File: src/rtl/hs_utmi_pkg.sv
// Shared types and constants for the HS bit-stuffing transmitter.
// Holds the FSM state encoding, the default stuff run length and the legal word widths.
package hs_utmi_pkg;

  typedef enum logic [1:0] {
    ST_IDLE  = 2'd0,
    ST_SHIFT = 2'd1,
    ST_STUFF = 2'd2,
    ST_DRAIN = 2'd3
  } state_t;

  localparam int STUFF_RUN_DEFAULT = 6;
  localparam int STUFF_RUN_MIN     = 2;
  localparam int STUFF_RUN_MAX     = 15;

  localparam int DATA_W_NARROW = 8;
  localparam int DATA_W_WIDE   = 16;

  function automatic bit data_w_legal(input int w);
    return (w == DATA_W_NARROW) || (w == DATA_W_WIDE);
  endfunction

  function automatic bit stuff_run_legal(input int r);
    return (r >= STUFF_RUN_MIN) && (r <= STUFF_RUN_MAX);
  endfunction

endpackage

File: src/rtl/hs_nrzi_enc.sv
// NRZI line encoder: a stream 0 toggles the line, a 1 holds it; the line rests at 1.
// Built into hs_bitstuff_tx only when HS_BITSTUFF_NRZI_EN is defined.
module hs_nrzi_enc (
  input  logic clk,
  input  logic rst_n,
  input  logic in_bit,
  input  logic in_valid,
  output logic line
);

  always_ff @(posedge clk or negedge rst_n) begin
    if (!rst_n) begin
      line <= 1'b1;
    end else if (!in_valid) begin
      line <= 1'b1;
    end else if (!in_bit) begin
      line <= ~line;
    end
  end

endmodule

File: src/rtl/hs_bitstuff_tx.sv
// Parallel-to-serial HS transmitter with zero-bit stuffing after STUFF_RUN consecutive ones.
// Optional NRZI line coding selected by the HS_BITSTUFF_NRZI_EN macro.
module hs_bitstuff_tx
  import hs_utmi_pkg::*;
#(
  parameter int DATA_W    = 8,
  parameter int STUFF_RUN = STUFF_RUN_DEFAULT
) (
  input  logic              clk,
  input  logic              rst_n,
  input  logic [DATA_W-1:0] tx_data,
  input  logic              tx_valid,
  output logic              tx_ready,
  output logic              bit_out,
  output logic              bit_valid,
  output logic              stuff_ind,
  output logic              hold_full,
  output state_t            dbg_state
);

  // Handshake: a word is taken on a rising edge where tx_valid and tx_ready
  // are both high; tx_ready is simply "holding register empty".

  localparam int CNT_W = $clog2(STUFF_RUN + 1);
  localparam int REM_W = $clog2(DATA_W + 1);

  state_t              state_q;
  state_t              state_nxt;
  logic [DATA_W-1:0]   hold_q;
  logic                hold_full_q;
  logic [DATA_W-1:0]   sh_q;
  logic [REM_W-1:0]    rem_q;
  logic [CNT_W-1:0]    ones_q;
  logic                bit_valid_q;
  logic                stuff_ind_q;

  logic last_bit;
  logic run_hit;
  logic sh_empty;
  logic load_sh;
  logic shift_en;
  logic emit_data;
  logic emit_stuff;
  logic clr_ones;
  logic line_bit;
  logic line_valid;

  assign last_bit = (rem_q == REM_W'(1));
  assign sh_empty = (rem_q == '0);
  // The bit now leaving the shifter completes the run when it is a one.
  assign run_hit  = sh_q[0] && (ones_q == CNT_W'(STUFF_RUN - 1));

  always_ff @(posedge clk or negedge rst_n) begin
    if (!rst_n) begin
      state_q <= ST_IDLE;
    end else begin
      state_q <= state_nxt;
    end
  end

  always_comb begin
    state_nxt = state_q;
    case (state_q)
      ST_IDLE: begin
        if (hold_full_q) state_nxt = ST_SHIFT;
      end
      ST_SHIFT: begin
        if (run_hit) begin
          state_nxt = ST_STUFF;
        end else if (last_bit && !hold_full_q) begin
          state_nxt = ST_DRAIN;
        end
      end
      ST_STUFF: begin
        if (!sh_empty || hold_full_q) begin
          state_nxt = ST_SHIFT;
        end else begin
          state_nxt = ST_DRAIN;
        end
      end
      ST_DRAIN: state_nxt = ST_IDLE;
      default:  state_nxt = ST_IDLE;
    endcase
  end

  always_comb begin
    load_sh    = 1'b0;
    shift_en   = 1'b0;
    emit_data  = 1'b0;
    emit_stuff = 1'b0;
    clr_ones   = 1'b0;
    case (state_q)
      ST_IDLE: begin
        load_sh  = hold_full_q;
        clr_ones = 1'b1;
      end
      ST_SHIFT: begin
        emit_data = 1'b1;
        shift_en  = 1'b1;
        load_sh   = last_bit && hold_full_q;
      end
      ST_STUFF: begin
        emit_stuff = 1'b1;
        clr_ones   = 1'b1;
        // A run that ended on a word's last bit left the shifter empty.
        load_sh    = sh_empty && hold_full_q;
      end
      ST_DRAIN: begin
        clr_ones = 1'b1;
      end
      default: begin
        clr_ones = 1'b1;
      end
    endcase
  end

  always_ff @(posedge clk or negedge rst_n) begin
    if (!rst_n) begin
      hold_q      <= '0;
      hold_full_q <= 1'b0;
    end else begin
      if (load_sh) hold_full_q <= 1'b0;
      if (tx_valid && !hold_full_q) begin
        hold_q      <= tx_data;
        hold_full_q <= 1'b1;
      end
    end
  end

  always_ff @(posedge clk or negedge rst_n) begin
    if (!rst_n) begin
      sh_q  <= '0;
      rem_q <= '0;
    end else if (load_sh) begin
      sh_q  <= hold_q;
      rem_q <= REM_W'(DATA_W);
    end else if (shift_en) begin
      sh_q  <= sh_q >> 1;
      rem_q <= rem_q - REM_W'(1);
    end
  end

  always_ff @(posedge clk or negedge rst_n) begin
    if (!rst_n) begin
      ones_q <= '0;
    end else if (clr_ones) begin
      ones_q <= '0;
    end else if (emit_data) begin
      ones_q <= sh_q[0] ? ones_q + CNT_W'(1) : '0;
    end
  end

  assign line_bit   = emit_data & sh_q[0];
  assign line_valid = emit_data | emit_stuff;

  always_ff @(posedge clk or negedge rst_n) begin
    if (!rst_n) begin
      bit_valid_q <= 1'b0;
      stuff_ind_q <= 1'b0;
    end else begin
      bit_valid_q <= line_valid;
      stuff_ind_q <= emit_stuff;
    end
  end

`ifdef HS_BITSTUFF_NRZI_EN
  hs_nrzi_enc u_nrzi (
    .clk      (clk),
    .rst_n    (rst_n),
    .in_bit   (line_bit),
    .in_valid (line_valid),
    .line     (bit_out)
  );
`else
  logic bit_q;

  always_ff @(posedge clk or negedge rst_n) begin
    if (!rst_n) begin
      bit_q <= 1'b0;
    end else begin
      bit_q <= line_bit;
    end
  end

  assign bit_out = bit_q;
`endif

  assign bit_valid = bit_valid_q;
  assign stuff_ind = stuff_ind_q;
  assign hold_full = hold_full_q;
  assign tx_ready  = ~hold_full_q;
  assign dbg_state = state_q;

endmodule
File: config.mk
export PLATFORM = sky130hd
export DESIGN_NAME = hs_bitstuff_tx
export DESIGN_NICKNAME = d
export VERILOG_FILES = /design/src/rtl/hs_utmi_pkg.sv /design/src/rtl/hs_nrzi_enc.sv /design/src/rtl/hs_bitstuff_tx.sv
export SDC_FILE = /design/constraint.sdc
export NUM_CORES = 1
export LEC_CHECK = 0
export BUFFER_PORTS_ARGS = -buffer_cell sky130_fd_sc_hd__buf_2
export CORE_ASPECT_RATIO = 0.75
export CORE_UTILIZATION = 30
export CTS_BUF_LIST = sky130_fd_sc_hd__clkbuf_2
export DETAILED_ROUTE_END_ITERATION = 8
export PLACE_DENSITY = 0.59
export SKIP_LAST_GASP = 1
export SYNTH_ARGS = -nofsm -noshare
export SYNTH_HDL_FRONTEND = slang
export SYNTH_HIERARCHICAL = 1
export SYNTH_SLANG_ARGS = --single-unit
File: constraint.sdc
create_clock -name clk -period 1.6 [get_ports clk]
set_clock_uncertainty 0.05 [all_clocks]
set_input_delay 0.16 -clock clk [delete_from_list [all_inputs] [get_ports clk]]
set_output_delay 0.16 -clock clk [all_outputs]
set_load 0.05 [all_outputs]
==> reports/metrics.yaml <==
maxCapViolCount: 0
drc: 0
clockBufferDepth: 2
whs_ps: 250
antenna_found_initial: 0
start_util: 0.314
wl_per_cell_um: 14.8
drt_pass1_iterations: 4
setup_viol: 15
postSynthNetCount: 172
fin_util: 0.477
die_w_um: 88.4
track_usage: 0.164
crit_arrival_ps: 1920
grt_pass1_vias: 1395
syn_avg_cell_area_um2: 11.0
critical_path_class: "reg2reg"
finalWorstSetupSlack_ps: -110
hold_class: "in2async"
synth-edff-count: 0
synth_area_mm2: 0.00168
htree_levels: 2
place.port_buffers: 17
finalPower_w: 0.00572
wirelength_um: 4350
drive_above_1_share: 0.573
dieArea_mm2: 0.00590
ys_types: 39
power_leakage_nw: 1.09
grt_overflow: 0
route.vias.total: 1448
dp_hpwl_um: 2830
synth_seq_cells: 29
fmax_mhz: 585
crit_required_ps: 1810
io_pins: 18
dp_slack_ps: -135
violations: "negative setup slack"
status: "finished with violations"
ant_nets: 0
area_delta_synth_final_pct: 51.9
die_h_um: 66.8
rows: 23
cts_num_sinks: 29
clk_transition_reported_paths_ps: 190
cp_max_fo: 8
synthTopCellsByCount: "29 x dfrtp_1, 17 x mux2_2, 10 x o21ai_0, 9 x ha_1, 8 x nor3_1"
yosysWarnings: 6
insertion_delay_ps: 380
p_per_area_mw_per_mm2: 2240
r2r_slack_ps: -110
diodes: 0
first_iter_violations: 41
synth_top_cell_by_area: "dfrtp_1"
yosysMostFrequentCell: "dfrtp_1"
synthCells: 152
hold_violations: 0
slew_headroom: 0.654
grt_setup_unrepaired: "true"
avgViaCountPerCell: 4.94
nNetsFinal: 237
grt_start_max_net_pins: 30
cts_tree: "yes"
worstSetupEndpointType: "flop"
gp_congestion: 0.825
start_kind: "flop"
ys_top_cells_by_area: "dfrtp_1 43%, mux2_2 11%, ha_1 6.7%"
async_flop_share: 1.00
fin_crit_sh: 1.07
ys_seq_area_frac: 0.432
drv_slew: 0
synthFlopType: "dfrtp_1"
tightestPinTransition_ps: 508
grt_pass1_wl_um: 7160
root_buffer: "clkbuf_2"
finalCriticalPeriod_ps: 1710
peakVddDrop_uv: 988
cts_buffers: 5
yosysTopAreaCellShare: 0.432
core_mm2: 0.00535
[through the flow]
step	instance area, µm²	TNS (ps)	std cells
floorplan	1800	-2170	152
global placement	2150	-1210	267
detailed placement	2150	-1380	267
CTS	2460	-578	291
global route	2550	-1740	293
finish	2550	-904	293
[cell usage in the layout (no fill, tap or decap), drive strengths merged, types with 2 or more instances in the layout]
cell type / n
a211oi: 7
a21boi: 2
a21o: 2
a21oi: 3
a31oi: 3
and2: 3
buf: 56
clkbuf: 6
dfrtp: 29
dlygate4sd3: 10
ha: 9
inv: 7
mux2: 18
mux2i: 2
nand2: 3
nand3: 2
nor2: 2
nor2b: 3
nor3: 8
nor3b: 2
nor4: 7
o21ai: 10
or4bb: 7
xor2: 2
[critical path: stages, from the launching register on]
cell	delay (ps)
dfrtp_2	460
inv_4	70
ha_4	270
or3b_4	480
nor4_2	210
nor3_2	60
[worst paths after layout]
path / from / endpoint / depth (start not counted)
worst min-delay path: rst_n / bit_valid / 3
min in group clk: tx_data[7] / hold_q[7] / 3
worst min register to register: hold_q[5] / hold_q[5] / 1
worst max-delay path: dbg_state[1] / sh_q[6] / 5
max in group asynchronous: rst_n / dbg_state[0] / 3
worst max register to register: dbg_state[1] / sh_q[6] / 5
[kinds of logic (layout without fill, tap and decap cells)]
family | count (synthesis) | after routing | share of synthesized area
compound gates | 30 | 30 | 0.118
xor+xnor | 3 | 3 | 0.0157
fa+ha+maj | 9 | 9 | 0.0671
buf+inv | 16 | 81 | 0.0455
flops | 29 | 29 | 0.432
mux | 19 | 20 | 0.126
simple gates | 46 | 46 | 0.196
[power by group]
group,internal (W),switching [W]
logic,0.00191,0.00192
registers,0.00107,0.000275
clock network,0.000269,0.000280
total,0.00325,0.00248
[routing by layer]
metal	GRT usage	routed length, µm	vias to the layer above
met1	0.237	2130	719
met5	0	0	-
met2	0.244	2020	25
met4	0.0423	44	0
met3	0.0372	145	7
li1	-	-	697
[state kept, by name (all words and copies together) (netlist names)]
signal / count
sh_q: 8
stuff_ind: 1
bit_valid: 1
bit_out: 1
ones_q: 3
rem_q: 4
hold_q: 8
dbg_state: 2
hold_full: 1
[final cells by class]
type / instances / area [µm²]
flip-flops and latches: 29 / 729
multi-input cells: 108 / 1130
clock buffers: 6 / 30.0
inverters: 7 / 31.3
fillers: 509 / 2800
repair buffers: 66 / 504
well taps: 75 / 93.8
clock inverters: 2 / 35.0
[what timing repair did]
action                                  CTS  global route
hold buffers                             10             0
resized for setup                        20            18
pin swaps                                 4             3
hold endpoints to repair                 38             0
cloned                                    1             0
endpoints found under the setup margin   16            17
buffers inserted                          5             2
Note: power is estimated with default switching activity, not from simulation.
